[config.mk]
export PLATFORM = sky130hd
export DESIGN_NAME = exmem_skid_register_flat
export DESIGN_NICKNAME = d
export VERILOG_FILES = /design/src/rtl/exmem_skid_register_if.sv /design/src/rtl/exmem_skid_register.sv /design/src/flat_wrapper.sv
export SDC_FILE = /design/constraint.sdc
export NUM_CORES = 1
export LEC_CHECK = 0
export CORE_UTILIZATION = 34
export CTS_BUF_LIST = sky130_fd_sc_hd__clkbuf_4 sky130_fd_sc_hd__clkbuf_8 sky130_fd_sc_hd__clkbuf_16
export CTS_CLUSTER_SIZE = 10
export DETAILED_ROUTE_END_ITERATION = 10
export PLACE_DENSITY = 0.71
export SLEW_MARGIN = 20
export SYNTH_ARGS = -nofsm -noshare
export SYNTH_HDL_FRONTEND = slang
export SYNTH_SLANG_ARGS = --single-unit
[constraint.sdc]
create_clock -name CLK -period 4.2 [get_ports CLK]
set_input_delay 0.42 -clock CLK [delete_from_list [all_inputs] [get_ports CLK]]
set_output_delay 0.42 -clock CLK [all_outputs]
set_load 0.03 [all_outputs]
[src/rtl/exmem_skid_register_if.sv]
// EX/MEM handshake bundle: EX-side input payload, MEM-side output payload, flush and hazard tap.
// Latency: none (wires only).
// Backpressure: carries In_Ready/Out_Ready; the register drives In_Ready, MEM drives Out_Ready.
//
// modport slave  : view of the pipeline register (consumes In_*, produces Out_*, Count, Fwd_*)
// modport master : view of the surrounding pipeline (EX, MEM, hazard unit)
interface exmem_skid_register_if #(
    parameter int DATA_W = 32,
    parameter int RD_W   = 4,
    parameter int SIZE_W = 2
);
    logic              FLUSH;

    logic              In_Valid;
    logic              In_Ready;
    logic [SIZE_W-1:0] Size_In;
    logic              Enable_In;
    logic              rw_In;
    logic              Load_In;
    logic              rf_In;
    logic [DATA_W-1:0] RegFile_PortC_In;
    logic [DATA_W-1:0] ALU_In;
    logic [RD_W-1:0]   Rd_In;

    logic              Out_Valid;
    logic              Out_Ready;
    logic [SIZE_W-1:0] Size_Out;
    logic              Enable_Out;
    logic              rw_Out;
    logic              Load_Out;
    logic              rf_Out;
    logic [DATA_W-1:0] RegFile_PortC_Out;
    logic [DATA_W-1:0] ALU_Out;
    logic [RD_W-1:0]   Rd_Out;

    logic [1:0]        Count;
    logic              Fwd_Valid;
    logic [RD_W-1:0]   Fwd_Rd;
    logic [DATA_W-1:0] Fwd_Data;

    modport slave (
        input  FLUSH,
        input  In_Valid, Size_In, Enable_In, rw_In, Load_In, rf_In,
               RegFile_PortC_In, ALU_In, Rd_In,
        output In_Ready,
        output Out_Valid, Size_Out, Enable_Out, rw_Out, Load_Out, rf_Out,
               RegFile_PortC_Out, ALU_Out, Rd_Out,
        input  Out_Ready,
        output Count, Fwd_Valid, Fwd_Rd, Fwd_Data
    );

    modport master (
        output FLUSH,
        output In_Valid, Size_In, Enable_In, rw_In, Load_In, rf_In,
               RegFile_PortC_In, ALU_In, Rd_In,
        input  In_Ready,
        input  Out_Valid, Size_Out, Enable_Out, rw_Out, Load_Out, rf_Out,
               RegFile_PortC_Out, ALU_Out, Rd_Out,
        output Out_Ready,
        input  Count, Fwd_Valid, Fwd_Rd, Fwd_Data
    );
endinterface

[src/rtl/exmem_skid_register.sv]
// EX/MEM pipeline register with a two-entry skid buffer, synchronous flush and forwarding tap.
// Latency: 1 cycle from accepted push to *_Out; 1 entry/cycle throughput while Out_Ready is high.
// Backpressure: In_Ready = !skid_valid (register only); absorbs one extra entry after Out_Ready drops.
//
// Ports: CLK (rising edge), CLR_N (async active-low reset), bus (slave modport):
//   In_* payload + In_Valid/In_Ready from EX, Out_* payload + Out_Valid/Out_Ready to MEM,
//   FLUSH, Count (occupancy 0..2), Fwd_Valid/Fwd_Rd/Fwd_Data (from the main entry only).
module exmem_skid_register #(
    parameter int DATA_W = 32,
    parameter int RD_W   = 4,
    parameter int SIZE_W = 2
) (
    input  logic                     CLK,
    input  logic                     CLR_N,
    exmem_skid_register_if.slave     bus
);

    typedef struct packed {
        logic [SIZE_W-1:0] size;
        logic              enable;
        logic              rw;
        logic              load;
        logic              rf;
        logic [DATA_W-1:0] portc;
        logic [DATA_W-1:0] alu;
        logic [RD_W-1:0]   rd;
    } entry_t;

    entry_t in_dat;
    entry_t m_dat;
    entry_t s_dat;
    logic   m_vld;
    logic   s_vld;
    logic   push;
    logic   pop;

    // Clearing the control fields turns an empty main entry into a bubble so MEM
    // never sees a stray enable; data fields are kept to avoid needless toggling.
    function automatic entry_t bubble(input entry_t e);
        entry_t b;
        b        = e;
        b.size   = '0;
        b.enable = 1'b0;
        b.rw     = 1'b0;
        b.load   = 1'b0;
        b.rf     = 1'b0;
        return b;
    endfunction

    assign in_dat = {bus.Size_In, bus.Enable_In, bus.rw_In, bus.Load_In, bus.rf_In,
                     bus.RegFile_PortC_In, bus.ALU_In, bus.Rd_In};

    assign bus.In_Ready  = !s_vld;
    assign push          = bus.In_Valid && !s_vld;
    assign pop           = m_vld && bus.Out_Ready;

    always_ff @(posedge CLK or negedge CLR_N) begin
        if (!CLR_N) begin
            m_vld <= 1'b0;
            s_vld <= 1'b0;
            m_dat <= '0;
            s_dat <= '0;
        end else if (bus.FLUSH) begin
            // A concurrent pop still completes on the MEM side; nothing new is loaded.
            m_vld <= 1'b0;
            s_vld <= 1'b0;
            m_dat <= bubble(m_dat);
        end else if (!m_vld) begin
            // Skid is always empty here, so a push lands straight in main.
            if (push) begin
                m_vld <= 1'b1;
                m_dat <= in_dat;
            end
        end else if (!s_vld) begin
            if (pop && push) begin
                m_dat <= in_dat;
            end else if (pop) begin
                m_vld <= 1'b0;
                m_dat <= bubble(m_dat);
            end else if (push) begin
                s_vld <= 1'b1;
                s_dat <= in_dat;
            end
        end else if (pop) begin
            // Both full: In_Ready is low, so only the skid-to-main move can happen.
            m_dat <= s_dat;
            s_vld <= 1'b0;
        end
    end

    assign bus.Out_Valid         = m_vld;
    assign bus.Size_Out          = m_dat.size;
    assign bus.Enable_Out        = m_dat.enable;
    assign bus.rw_Out            = m_dat.rw;
    assign bus.Load_Out          = m_dat.load;
    assign bus.rf_Out            = m_dat.rf;
    assign bus.RegFile_PortC_Out = m_dat.portc;
    assign bus.ALU_Out           = m_dat.alu;
    assign bus.Rd_Out            = m_dat.rd;

    assign bus.Count = {1'b0, m_vld} + {1'b0, s_vld};

    // The skid entry is never forwarded: the hazard unit stalls EX while In_Ready is low.
    assign bus.Fwd_Valid = m_vld && m_dat.rf;
    assign bus.Fwd_Rd    = m_dat.rd;
    assign bus.Fwd_Data  = m_dat.alu;

endmodule

[src/flat_wrapper.sv]
// flat-port wrapper written by rule: the top's interface ports become plain ports
module exmem_skid_register_flat 
#(
    parameter int DATA_W = 32,
    parameter int RD_W   = 4,
    parameter int SIZE_W = 2
)
  (CLK, CLR_N, bus_FLUSH, bus_In_Valid, bus_Size_In, bus_Enable_In, bus_rw_In, bus_Load_In, bus_rf_In, bus_RegFile_PortC_In, bus_ALU_In, bus_Rd_In, bus_In_Ready, bus_Out_Valid, bus_Size_Out, bus_Enable_Out, bus_rw_Out, bus_Load_Out, bus_rf_Out, bus_RegFile_PortC_Out, bus_ALU_Out, bus_Rd_Out, bus_Out_Ready, bus_Count, bus_Fwd_Valid, bus_Fwd_Rd, bus_Fwd_Data);
  exmem_skid_register_if #(.DATA_W(DATA_W), .RD_W(RD_W), .SIZE_W(SIZE_W)) bus_i ();
  input  logic CLK;
  input  logic CLR_N;
  input wire logic [$bits(bus_i.FLUSH)-1:0] bus_FLUSH;
  input wire logic [$bits(bus_i.In_Valid)-1:0] bus_In_Valid;
  input wire logic [$bits(bus_i.Size_In)-1:0] bus_Size_In;
  input wire logic [$bits(bus_i.Enable_In)-1:0] bus_Enable_In;
  input wire logic [$bits(bus_i.rw_In)-1:0] bus_rw_In;
  input wire logic [$bits(bus_i.Load_In)-1:0] bus_Load_In;
  input wire logic [$bits(bus_i.rf_In)-1:0] bus_rf_In;
  input wire logic [$bits(bus_i.RegFile_PortC_In)-1:0] bus_RegFile_PortC_In;
  input wire logic [$bits(bus_i.ALU_In)-1:0] bus_ALU_In;
  input wire logic [$bits(bus_i.Rd_In)-1:0] bus_Rd_In;
  output wire logic [$bits(bus_i.In_Ready)-1:0] bus_In_Ready;
  output wire logic [$bits(bus_i.Out_Valid)-1:0] bus_Out_Valid;
  output wire logic [$bits(bus_i.Size_Out)-1:0] bus_Size_Out;
  output wire logic [$bits(bus_i.Enable_Out)-1:0] bus_Enable_Out;
  output wire logic [$bits(bus_i.rw_Out)-1:0] bus_rw_Out;
  output wire logic [$bits(bus_i.Load_Out)-1:0] bus_Load_Out;
  output wire logic [$bits(bus_i.rf_Out)-1:0] bus_rf_Out;
  output wire logic [$bits(bus_i.RegFile_PortC_Out)-1:0] bus_RegFile_PortC_Out;
  output wire logic [$bits(bus_i.ALU_Out)-1:0] bus_ALU_Out;
  output wire logic [$bits(bus_i.Rd_Out)-1:0] bus_Rd_Out;
  input wire logic [$bits(bus_i.Out_Ready)-1:0] bus_Out_Ready;
  output wire logic [$bits(bus_i.Count)-1:0] bus_Count;
  output wire logic [$bits(bus_i.Fwd_Valid)-1:0] bus_Fwd_Valid;
  output wire logic [$bits(bus_i.Fwd_Rd)-1:0] bus_Fwd_Rd;
  output wire logic [$bits(bus_i.Fwd_Data)-1:0] bus_Fwd_Data;
  assign bus_i.FLUSH = bus_FLUSH;
  assign bus_i.In_Valid = bus_In_Valid;
  assign bus_i.Size_In = bus_Size_In;
  assign bus_i.Enable_In = bus_Enable_In;
  assign bus_i.rw_In = bus_rw_In;
  assign bus_i.Load_In = bus_Load_In;
  assign bus_i.rf_In = bus_rf_In;
  assign bus_i.RegFile_PortC_In = bus_RegFile_PortC_In;
  assign bus_i.ALU_In = bus_ALU_In;
  assign bus_i.Rd_In = bus_Rd_In;
  assign bus_In_Ready = bus_i.In_Ready;
  assign bus_Out_Valid = bus_i.Out_Valid;
  assign bus_Size_Out = bus_i.Size_Out;
  assign bus_Enable_Out = bus_i.Enable_Out;
  assign bus_rw_Out = bus_i.rw_Out;
  assign bus_Load_Out = bus_i.Load_Out;
  assign bus_rf_Out = bus_i.rf_Out;
  assign bus_RegFile_PortC_Out = bus_i.RegFile_PortC_Out;
  assign bus_ALU_Out = bus_i.ALU_Out;
  assign bus_Rd_Out = bus_i.Rd_Out;
  assign bus_i.Out_Ready = bus_Out_Ready;
  assign bus_Count = bus_i.Count;
  assign bus_Fwd_Valid = bus_i.Fwd_Valid;
  assign bus_Fwd_Rd = bus_i.Fwd_Rd;
  assign bus_Fwd_Data = bus_i.Fwd_Data;
  exmem_skid_register #(.DATA_W(DATA_W), .RD_W(RD_W), .SIZE_W(SIZE_W)) u_core (.CLK(CLK), .CLR_N(CLR_N), .bus(bus_i));
endmodule
# Word level (Yosys, flattened, before mapping)
# Index checks and enable logic that the tools add are counted.
[word_totals]
register_bits = 150
output_inout_bits = 115
elab_cells = 56
[op_classes]
add_sub_neg = 1
eq_ne = 4
mux = 18
bitwise_logic = 4
n_reduce_logical = 11
[op_table]
columns = ["op", "count"]
rows = [
  ["74-bit two-way mux", 7],
  ["1-bit two-way mux", 11],
  ["4-bit != test, second input constant", 2],
  ["3-bit != test, second input constant", 2],
  ["6-bit AND reduction", 1],
  ["1-bit logical AND", 4],
  ["1-bit inverter", 4],
  ["4-bit AND reduction", 1],
  ["2-bit nonzero test", 2],
  ["3-bit AND reduction", 1],
  ["3-bit nonzero test", 1],
  ["1-bit by 1-bit adder with 2-bit output", 1],
  ["1-bit zero test", 1],
]

# Longest topological paths before layout
# Gate-level depths: netlist of the first run.
[depth]
ltp_word = 8
depth_mapped = 7
depth_no_buf = 4

# Worst setup path before layout of the first run
# OpenSTA, ideal clock, no wires.
[synth_timing]
path_type = "register to register"
from = "register u_core.m_vld (netlist: u_core.bus.Out_Valid)"
to = "register u_core.m_dat, in the netlist u_core.bus.Size_Out[0]"
arrival_ns = 1.931
required_time_ns = 4.079
setup_slack_ns = 2.148
path_stages_with_launch = 6
path_buffers = 1
cell_sequence = "dfrtp_1 -> ha_1 -> or4b_4 -> and3b_1 -> buf_6 -> a22o_1"
[synth_between]
elab_chain_len = 6
elab_cells_between_ends = 10
[synth_rtl]
columns = ["item", "line", "text"]
rows = [
  ["from (decl)", "exmem_skid_register.sv:32", "logic m_vld;"],
  ["from (signal assigned)", "exmem_skid_register.sv:59", "m_vld <= 1'b0;"],
  ["from (signal assigned)", "exmem_skid_register.sv:65", "m_vld <= 1'b0;"],
  ["from (signal assigned)", "exmem_skid_register.sv:71", "m_vld <= 1'b1;"],
  ["1-bit logical AND", "exmem_skid_register.sv:55", "assign pop = m_vld && bus.Out_Ready;"],
  ["1-bit logical AND", "exmem_skid_register.sv:75", "if (pop && push) begin"],
  ["74-bit two-way mux", "exmem_skid_register.sv:75", ""],
  ["74-bit two-way mux", "exmem_skid_register.sv:74", "end else if (!s_vld) begin"],
  ["74-bit two-way mux", "exmem_skid_register.sv:68", "end else if (!m_vld) begin"],
  ["74-bit two-way mux", "exmem_skid_register.sv:63", "end else if (bus.FLUSH) begin"],
  ["to (signal assigned)", "exmem_skid_register.sv:67", "m_dat <= bubble(m_dat);"],
  ["to (signal assigned)", "exmem_skid_register.sv:72", "m_dat <= in_dat;"],
  ["to (signal assigned)", "exmem_skid_register.sv:76", "m_dat <= in_dat;"],
  ["to (decl)", "exmem_skid_register.sv:30", "entry_t m_dat;"],
]
# Several ways; a longest one is shown, not always the timed one.
# A chain may end at the register's enable or synchronous reset.

# Worst setup path after layout of the first run
[layout_timing]
from = "register u_core.m_vld (netlist: u_core.bus.Out_Valid)"
to = "output port bus_Count[1]"
[layout_between]
elab_chain_len = 1
[layout_rtl]
columns = ["item", "line", "text"]
rows = [
  ["1-bit by 1-bit adder with 2-bit output", "exmem_skid_register.sv:101", "assign bus.Count = {1'b0, m_vld} + {1'b0, s_vld};"],
  ["to (decl)", "flat_wrapper.sv:33", "output wire logic [$bits(bus_i.Count)-1:0] bus_Count;"],
]
# No other way between the ends.

==> flow_summary.yaml, run 1 <==
status:
  status: "completed"
die:
  die_area_um2: 21200
  die_w_um: 145
  io_pins: 194
  std_cell_rows: 52
  die_y_um: 145
  initial_core_util_pct: 34.6
  coreArea_um2: 20200
synth:
  synth_edf_count: 0
  netlist.area_leader.share_pct: 53.6
  postSynthNetCount: 653
  ys_seq_elements: 150
  ys_seq_area_share_pct: 53.6
  syn-instance-count: 573
  syn_area_um2: 7000
  synthFlopType: "dfrtp_1"
  synth_area_leaders: "dfrtp_1 (54%), mux2_2 (12%), a221oi_1 (8.5%), a2bb2oi_1 (8.5%), o21ai_0 (4.6%)"
  yosys.area.top_type: "dfrtp_1"
  yosysUniqueCellTypes: 31
  yosys_warnings: 0
  avgSynthCellArea_um2: 12.2
  synthArstFlopShare_pct: 100
clock_tree:
  ctsResizeCount: 0
  clock_sinks: 150
  cts_tree: "yes"
  clk_pin_slew_ns: 0.06
  cts_setup_buffers: 0
  clkLatencyLatePin_ns: 0.42
  numCtsBuffers: 17
  holdBufCountCts: 0
  h-tree-depth: 4
  clockBufferDepth: 2
  clockRootBuffer: "clkbuf_16"
pwr:
  swShare_pct: 33.1
  power_density_nw_per_um2: 551
  clockPowerShare_pct: 29.4
  worst_ir_drop_vdd_mv: 0.267
  p_leak_nw: 3.88
  p_int_w: 0.00349
  p_seq_share_pct: 38.9
  p_comb_share_pct: 31.7
  switchingPower_w: 0.00172
final_layout:
  multi_input_area_um2: 2720
  fillerInstances: 1817
  layout-drive-gt1-share_pct: 18.3
  layout_common_cells: "clkdlybuf4s50_1 (192), dfrtp_1 (150), mux2_2 (74)"
  antenna_cells: 0
  fin_area_um2: 9460
  stdcell_count: 982
  regArea_um2: 3750
  final_common_cell: "clkdlybuf4s50_1"
  final_nets: 779
  area_growth_pct: 35.1
timing:
  fin_crit_sh_pct: 63.0
  max_freq_mhz: 378
  fin_crit_ns: 2.64
  slew_headroom_pct: 37.6
  finalSetupTns_ns: 0
  finClkSkew_ns: 0.0113
  slew_viol_final: 0
  setup_slack_ns: 1.56
  tightest_slew_ns: 0.934
  rsz0062_at_grt: "no"
  setup_viol: 0
  finalHoldViolCount: 0
global_routing:
  use_met2_pct: 29.4
  grt_pass1_wl_mm: 30.4
  grt-ovfl-total: 0
  grt.busiest_layer: "met2"
  grt_pass1_vias: 5584
  grt_usage_pct: 18.1
  antenna_found_initial: 0
  grt_max_degree: 97
  globalRouteMet3Util_pct: 3.89
  grt_use_met1_pct: 24.3
worst_setup_path:
  worst-setup-path-type: "reg2out"
  path_cells: "ha_1 > clkdlybuf4s50_1"
  slowest_stage: "dfrtp_1"
  endpoint_kind: "output port"
  worstSetupStartpointType: "flip-flop"
  critPathMaxStageDelay_ns: 0.79
  reg2reg_to: "u_core.bus.RegFile_PortC_Out[31]$_DFFE_PN0P_"
  worstPathRequired_ns: 3.78
  rrSetupSlack_ns: 1.71
  crit_buf_inv: 1
  cpLargestDelayFamily: "flip-flops"
  worstPathArrival_ns: 2.22
  path_max_fanout: 24
  timing.rr.start: "u_core.bus.Out_Valid$_DFF_PN0_"
  rr_worst_depth: 4
place:
  placed_cells: 950
  dp_hpwl_mm: 11.4
  place_ws_ns: 1.66
  dpl_cell_area_um2: 8870
  gp_congestion: 0.728
  io_buffer_count: 193
routing:
  routed_wl_mm: 18.8
  vias: 5470
  drc: 0
  wl_per_cell_um: 19.1
  dr.first_iter.drc_count: 298
  firstDrtPassIters: 4
  vias_per_cell: 5.57
  drtAntennaViolNets: 0
job:
  drv_cap: 0
min_path:
  hold_class: "in2async"
[kinds of logic after synthesis]
group                    after synthesis  synth area share, %
AO/OA/AOI/OAI                        222                 23.9
flip-flops                           150                 53.6
buffers and inverters                102                 8.06
multiplexers                          74                 11.9
AND/OR/NAND/NOR                       24                 2.27
adder cells (fa/ha/maj)                1                0.179
[area by class of cell]
class | instances | share of cell area, %
clock buffers | 18 | 4.64
clock inverters | 14 | 1.59
inverters | 2 | 0.0926
multi-input cells | 321 | 28.7
flip-flops and latches | 150 | 39.7
well taps | 270 | 3.57
repair buffers | 207 | 21.7
[worst max-delay path by stage]
stage	cells past startpoint	endpoint	startpoint	slack, ns
2_1_floorplan	5	u_core.bus.Size_Out[0]$_DFFE_PN0P_	u_core.bus.Out_Valid$_DFF_PN0_	2.15
3_3_place_gp	5	u_core.bus.ALU_Out[24]$_DFFE_PN0P_	bus_Out_Ready	1.71
3_5_place_dp	5	u_core.bus.RegFile_PortC_Out[7]$_DFFE_PN0P_	bus_Out_Ready	1.66
4_1_cts	2	bus_Count[1]	u_core.bus.Out_Valid$_DFF_PN0_	1.50
5_1_grt	2	bus_Count[1]	u_core.bus.Out_Valid$_DFF_PN0_	1.37
6_report	2	bus_Count[1]	u_core.bus.Out_Valid$_DFF_PN0_	1.56
[sequential cells by signal, indices dropped and copies added, names as in the netlist]
signal,count
u_core.bus.Load_Out,1
u_core.bus.rf_Out,1
u_core.bus.ALU_Out,32
u_core.s_dat,74
u_core.bus.Enable_Out,1
u_core.bus.Size_Out,2
u_core.bus.RegFile_PortC_Out,32
u_core.bus.Out_Valid,1
u_core.bus.Fwd_Rd,4
u_core.s_vld,1
u_core.bus.rw_Out,1
[per-stage QoR]
step,util (%),hold WS [ns],total power [W]
floorplan,-,0.124,0.00308
global placement,43.8,0.484,0.00368
detailed placement,43.8,0.486,0.00371
CTS,46.7,0.145,0.00526
global route,46.7,0.168,0.00545
finish,46.7,0.108,0.00521
[power by group through the flow]
stage	logic, W	registers, W	clock network [W]
floorplan	0.000778	0.00230	0
global placement	0.00164	0.00204	0
detailed placement	0.00166	0.00204	0
CTS	0.00167	0.00203	0.00156
global route	0.00174	0.00207	0.00164
finish	0.00165	0.00203	0.00153
[metal layers]
layer,up-vias,wire length [µm]
li1,2430,-
met1,2792,8670
met2,229,8820
met3,19,1090
met4,0,204
met5,-,0
[cell usage after synthesis (3+ instances only)]
library cell,count
a211o_1,6
a21oi_1,3
a221oi_1,68
a22o_1,6
a2bb2oi_1,68
and2b_1,4
and3_1,6
buf_2,15
buf_4,39
clkbuf_1,43
dfrtp_1,150
mux2_2,74
nor2b_1,3
o21ai_0,65
o21ai_1,3
Power figures use the tool's default switching activity.
==> inputs of run 2 (changes only) <==
--- a/config.mk
+++ b/config.mk
@@ -9,7 +9,7 @@
 export CTS_BUF_LIST = sky130_fd_sc_hd__clkbuf_4 sky130_fd_sc_hd__clkbuf_8 sky130_fd_sc_hd__clkbuf_16
 export CTS_CLUSTER_SIZE = 10
 export DETAILED_ROUTE_END_ITERATION = 10
-export PLACE_DENSITY = 0.71
+export PLACE_DENSITY = 0.73
 export SLEW_MARGIN = 20
 export SYNTH_ARGS = -nofsm -noshare
 export SYNTH_HDL_FRONTEND = slang
==> constraint.sdc (replaced) <==
create_clock -name CLK -period 2.35 [get_ports CLK]
set_input_delay 0.235 -clock CLK [delete_from_list [all_inputs] [get_ports CLK]]
set_output_delay 0.235 -clock CLK [all_outputs]
set_load 0.03 [all_outputs]
==> flow_summary.yaml, run 2 (synthesis results as in run 1) <==
die:
  coreArea_um2: 20200
  std_cell_rows: 52
  die_w_um: 145
  io_pins: 194
  die_area_um2: 21200
  die_y_um: 145
  initial_core_util_pct: 34.6
worst_setup_path:
  worst-setup-path-type: "reg2out"
  worstSetupStartpointType: "flip-flop"
  timing.rr.start: "u_core.bus.Out_Valid$_DFF_PN0_"
  worstPathRequired_ns: 2.12
  path_max_fanout: 11
  endpoint_kind: "output port"
  critPathLaunch: "u_core.s_vld$_DFFE_PN0P_"
  worstPathArrival_ns: 1.97
place:
  dp_hpwl_mm: 11.5
  io_buffer_count: 193
  place_ws_ns: 0.252
  gp_congestion: 0.748
timing:
  tightest_slew_ns: 0.587
  rsz0062_at_grt: "no"
  fin_crit_ns: 2.21
  slew_viol_final: 0
  slew_headroom_pct: 60.9
  finalSetupTns_ns: 0
  max_freq_mhz: 453
  finalHoldViolCount: 0
  fin_crit_sh_pct: 94.0
  setup_viol: 0
  setup_slack_ns: 0.141
  finClkSkew_ns: 0.0146
pwr:
  clockPowerShare_pct: 28.6
  p_leak_nw: 3.92
  p_seq_share_pct: 39.1
  swShare_pct: 33.6
  switchingPower_w: 0.00311
  p_comb_share_pct: 32.3
  worst_ir_drop_vdd_mv: 0.491
  p_total_w: 0.00924
  power_density_nw_per_um2: 967
  p_int_w: 0.00613
global_routing:
  grt_usage_pct: 18.3
  grt_pass1_vias: 5653
  grt-ovfl-total: 0
  antenna_found_initial: 0
  grt_pass1_wl_mm: 30.9
  grt_max_degree: 61
final_layout:
  layout_common_cells: "clkdlybuf4s50_1 (192), dfrtp_1 (150), mux2_2 (74)"
  layout-drive-gt1-share_pct: 19.3
  area_growth_pct: 36.5
  final_common_cell: "clkdlybuf4s50_1"
  final_nets: 789
  antenna_cells: 0
  largest_reg_flops: 74
  top_register: "u_core.s_dat"
clock_tree:
  cts_tree: "yes"
  h-tree-depth: 4
  clockBufferDepth: 2
  numCtsBuffers: 17
  clkLatencyLatePin_ns: 0.42
  clockRootBuffer: "clkbuf_16"
  cts_setup_buffers: 0
  clock_sinks: 150
  clk_pin_slew_ns: 0.06
routing:
  vias_per_cell: 5.52
  routed_wl_mm: 18.7
  drtAntennaViolNets: 0
  vias: 5475
  firstDrtPassIters: 5
  drc: 0
  dr.first_iter.drc_count: 260
  wl_per_cell_um: 18.8
min_path:
  hold_class: "in2async"
job:
  drv_cap: 0
status:
  status: "completed"
[run 2: changes by cell type in the layout (fill, tap and decap cells not counted)]
cell           previous run  this run
dlygate4sd3_1             0         1
buf_4                    13        19
clkinvlp_4                3         5
clkinv_4                  3         2
clkbuf_8                  1         0
inv_2                     0         1
buf_12                    1         4
inv_8                     0         2
inv_6                     3         4
clkinv_2                  4         1
bufinv_16                 2         1
[run 2: power by group through the flow]
stage | Combinational (W) | Sequential, W | Clock (W)
floorplan | 0.00139 | 0.00412 | 0
global placement | 0.00295 | 0.00363 | 0
detailed placement | 0.00300 | 0.00365 | 0
CTS | 0.00301 | 0.00361 | 0.00272
global route | 0.00315 | 0.00370 | 0.00283
finish | 0.00298 | 0.00361 | 0.00265
[run 2: layout make-up]
class,instances,area [µm²]
fill,1813,10700
inverter,2,7.51
clock inverter,15,148
multi-input combinational,321,2720
timing repair buffer,217,2170
sequential,150,3750
tap,270,338
clock buffer,17,425
[run 2: worst max-delay path: stages (launching register included)]
cell and delay, ns:
dfrtp_1 0.52, ha_1 0.35, clkdlybuf4s50_1 0.70
[run 2: repair_timing]
item	CTS	global route
hold buffers	1	0
gates resized for setup	0	0
setup endpoints to repair	0	0
hold endpoints to repair	57	0
[run 2: per-layer routing]
layer	vias to the layer above	wire [µm]	track usage [%]
met4	0	131	5.05
met3	13	1380	4.98
met5	-	0	0
met2	220	8920	29.4
met1	2791	8240	24.2
li1	2451	-	-
[run 2: path summary, 6_finish.rpt]
check / to / slack (ns) / depth (start not counted)
hold / removal: u_core.bus.Size_Out[0]$_DFFE_PN0P_ / 0.37 / 2
max in group asynchronous: u_core.bus.ALU_Out[9]$_DFFE_PN0P_ / 1.29 / 3
setup reg to reg: u_core.bus.RegFile_PortC_Out[31]$_DFFE_PN0P_ / 0.33 / 5
hold reg to reg: u_core.s_dat[70]$_DFFE_PN0P_ / 0.50 / 1
setup / recovery: bus_Count[0] / 0.14 / 2
min in group CLK: u_core.bus.RegFile_PortC_Out[12]$_DFFE_PN0P_ / 0.40 / 3
[run 2: through the flow]
| step | std cells | hold WS [ns] | instance area [µm²] | util, % |
|---|---|---|---|---|
| 2_1_floorplan | 573 | -0.0606 | 7000 | - |
| 3_3_place_gp | 959 | 0.251 | 8970 | 44.3 |
| 3_5_place_dp | 959 | 0.254 | 8970 | 44.3 |
| 4_1_cts | 992 | 0.387 | 9550 | 47.2 |
| 5_1_grt | 992 | 0.405 | 9550 | 47.2 |
| 6_report | 992 | 0.372 | 9550 | 47.2 |
==> inputs of run 3 (changes only) <==
--- a/config.mk
+++ b/config.mk
@@ -5,11 +5,11 @@
 export SDC_FILE = /design/constraint.sdc
 export NUM_CORES = 1
 export LEC_CHECK = 0
-export CORE_UTILIZATION = 34
+export CORE_UTILIZATION = 44
 export CTS_BUF_LIST = sky130_fd_sc_hd__clkbuf_4 sky130_fd_sc_hd__clkbuf_8 sky130_fd_sc_hd__clkbuf_16
 export CTS_CLUSTER_SIZE = 10
 export DETAILED_ROUTE_END_ITERATION = 10
-export PLACE_DENSITY = 0.73
+export PLACE_DENSITY = 0.88
 export SLEW_MARGIN = 20
 export SYNTH_ARGS = -nofsm -noshare
 export SYNTH_HDL_FRONTEND = slang
==> flow_summary.yaml, run 3 (synthesis results as in run 1) <==
worst_setup_path:
  worstSetupStartpointType: "flip-flop"
  critPathCapture: "bus_Count[0]"
  rrSetupSlack_ns: 0.35
  worst-setup-path-type: "reg2out"
  rr_worst_depth: 4
  reg2reg_to: "u_core.bus.Load_Out$_DFFE_PN0P_"
  critPathMaxStageDelay_ns: 0.68
  path_max_fanout: 10
  worstPathRequired_ns: 2.12
  critical_path_depth: 2
  slowest_stage: "clkdlybuf4s50_1"
  endpoint_kind: "output port"
  crit_buf_inv: 1
  worstPathArrival_ns: 1.96
  critPathLaunch: "u_core.s_vld$_DFFE_PN0P_"
  timing.rr.start: "u_core.s_vld$_DFFE_PN0P_"
  path_cells: "ha_1 > clkdlybuf4s50_1"
  cpLargestDelayFamily: "buffers and inverters"
final_layout:
  layout_common_cells: "clkdlybuf4s50_1 (192), dfrtp_1 (150), mux2_2 (74)"
  final_common_cell: "clkdlybuf4s50_1"
  fillerInstances: 1137
  antenna_cells: 0
  layout-drive-gt1-share_pct: 18.7
  fin_area_um2: 9530
  largest_reg_flops: 74
  area_growth_pct: 36.2
  final_nets: 784
  postLayoutCoreUtil_pct: 62.0
  top_register: "u_core.s_dat"
clock_tree:
  ctsResizeCount: 0
  clk_pin_slew_ns: 0.06
  clkLatencyLatePin_ns: 0.43
  cts_setup_buffers: 0
  clock_sinks: 150
  holdBufCountCts: 1
  clockRootBuffer: "clkbuf_16"
  h-tree-depth: 4
  cts_tree: "yes"
  numCtsBuffers: 17
  clockBufferDepth: 2
pwr:
  p_leak_nw: 3.95
  p_int_w: 0.00632
  clockPowerShare_pct: 28.8
  power_density_nw_per_um2: 981
  p_seq_share_pct: 38.9
  p_total_w: 0.00935
  worst_ir_drop_vdd_mv: 0.519
  switchingPower_w: 0.00303
  p_comb_share_pct: 32.2
  swShare_pct: 32.4
global_routing:
  grt_pass1_vias: 5811
  grt_pass1_wl_mm: 30.3
  grt_usage_pct: 23.9
  grt_max_degree: 81
  antenna_found_initial: 0
  grt-ovfl-total: 0
routing:
  drc: 0
  firstDrtPassIters: 5
  vias_per_cell: 6.02
  dr.first_iter.drc_count: 495
  drtAntennaViolNets: 0
  wl_per_cell_um: 20.5
  routed_wl_mm: 19.1
  vias: 5591
timing:
  max_freq_mhz: 456
  finalHoldViolCount: 0
  hold_slack_ns: 0.276
  tightest_slew_ns: 0.763
  finClkSkew_ns: 0.0109
  slew_headroom_pct: 49.0
  fin_crit_sh_pct: 93.4
  rsz0062_at_grt: "no"
  setup_viol: 0
  finalSetupTns_ns: 0
  fin_crit_ns: 2.19
  slew_viol_final: 0
die:
  initial_core_util_pct: 45.5
  die_w_um: 128
  std_cell_rows: 45
  die_area_um2: 16400
  io_pins: 194
  die_y_um: 128
  coreArea_um2: 15400
place:
  gp_congestion: 0.815
  io_buffer_count: 193
  dpl_cell_area_um2: 8920
  dp_hpwl_mm: 11.8
status:
  status: "completed"
job:
  drv_cap: 0
min_path:
  hold_class: "in2async"
## run 3: changes by cell type in the layout (fill, tap and decap cells not counted), moves of 2 or more
cell and delta:
buf_12 +5, buf_4 -10, clkbuf_8 +7, clkinv_2 +3, clkinvlp_4 -4, inv_6 -4
inv_8 -2
## run 3: through the flow
stage                     cells  worst slack (ns)
after floorplan             573             0.298
after global placement      895             0.329
after detailed placement    895             0.247
after CTS                   928             0.116
after global routing        928            0.0967
final                       928             0.155
## run 3: worst min-delay path by stage
stage	cells after the start	slack, ns	endpoint	startpoint
after global placement	1	0.14	u_core.bus.ALU_Out[26]$_DFFE_PN0P_	CLR_N
final	2	0.28	u_core.bus.ALU_Out[28]$_DFFE_PN0P_	CLR_N
after floorplan	0	-0.06	u_core.bus.ALU_Out[0]$_DFFE_PN0P_	CLR_N
after global routing	2	0.30	u_core.bus.ALU_Out[28]$_DFFE_PN0P_	CLR_N
after CTS	2	0.26	u_core.bus.ALU_Out[28]$_DFFE_PN0P_	CLR_N
after detailed placement	1	0.14	u_core.bus.ALU_Out[28]$_DFFE_PN0P_	CLR_N
## run 3: worst register-to-register path: stages, from the launching register on
cell	delay, ns
dfrtp_1	0.49
ha_1	0.29
or4b_4	0.50
a21oi_1	0.42
a22o_1	0.23
## run 3: final cells by class
| cell class | instances | area [µm²] | share of cell area (%) |
|---|---|---|---|
| sequential | 150 | 3750 | 39.4 |
| multi-input combinational | 321 | 2720 | 28.5 |
| timing repair buffer | 212 | 2190 | 23.0 |
| clock buffer | 25 | 529 | 5.55 |
| tap | 211 | 264 | 2.77 |
| clock inverter | 7 | 66.3 | 0.696 |
| inverter | 2 | 7.51 | 0.0788 |
## run 3: power by group through the flow
| stage | Clock [W] | Sequential (W) | Combinational [W] |
|---|---|---|---|
| after global placement | 0 | 0.00362 | 0.00295 |
| final | 0.00269 | 0.00364 | 0.00301 |
| after detailed placement | 0 | 0.00366 | 0.00302 |
| after global routing | 0.00286 | 0.00370 | 0.00317 |
| after CTS | 0.00275 | 0.00363 | 0.00303 |
| after floorplan | 0 | 0.00412 | 0.00139 |
## run 3: layer usage
layer	wire [µm]	global-route usage, %	part of all wire, %	up-vias
li1	-	-	-	2439
met1	8000	30.4	42	2844
met2	9290	39.4	49	275
met3	1370	6.18	7.2	33
met4	393	8.65	2.1	0
met5	0	0	0	-
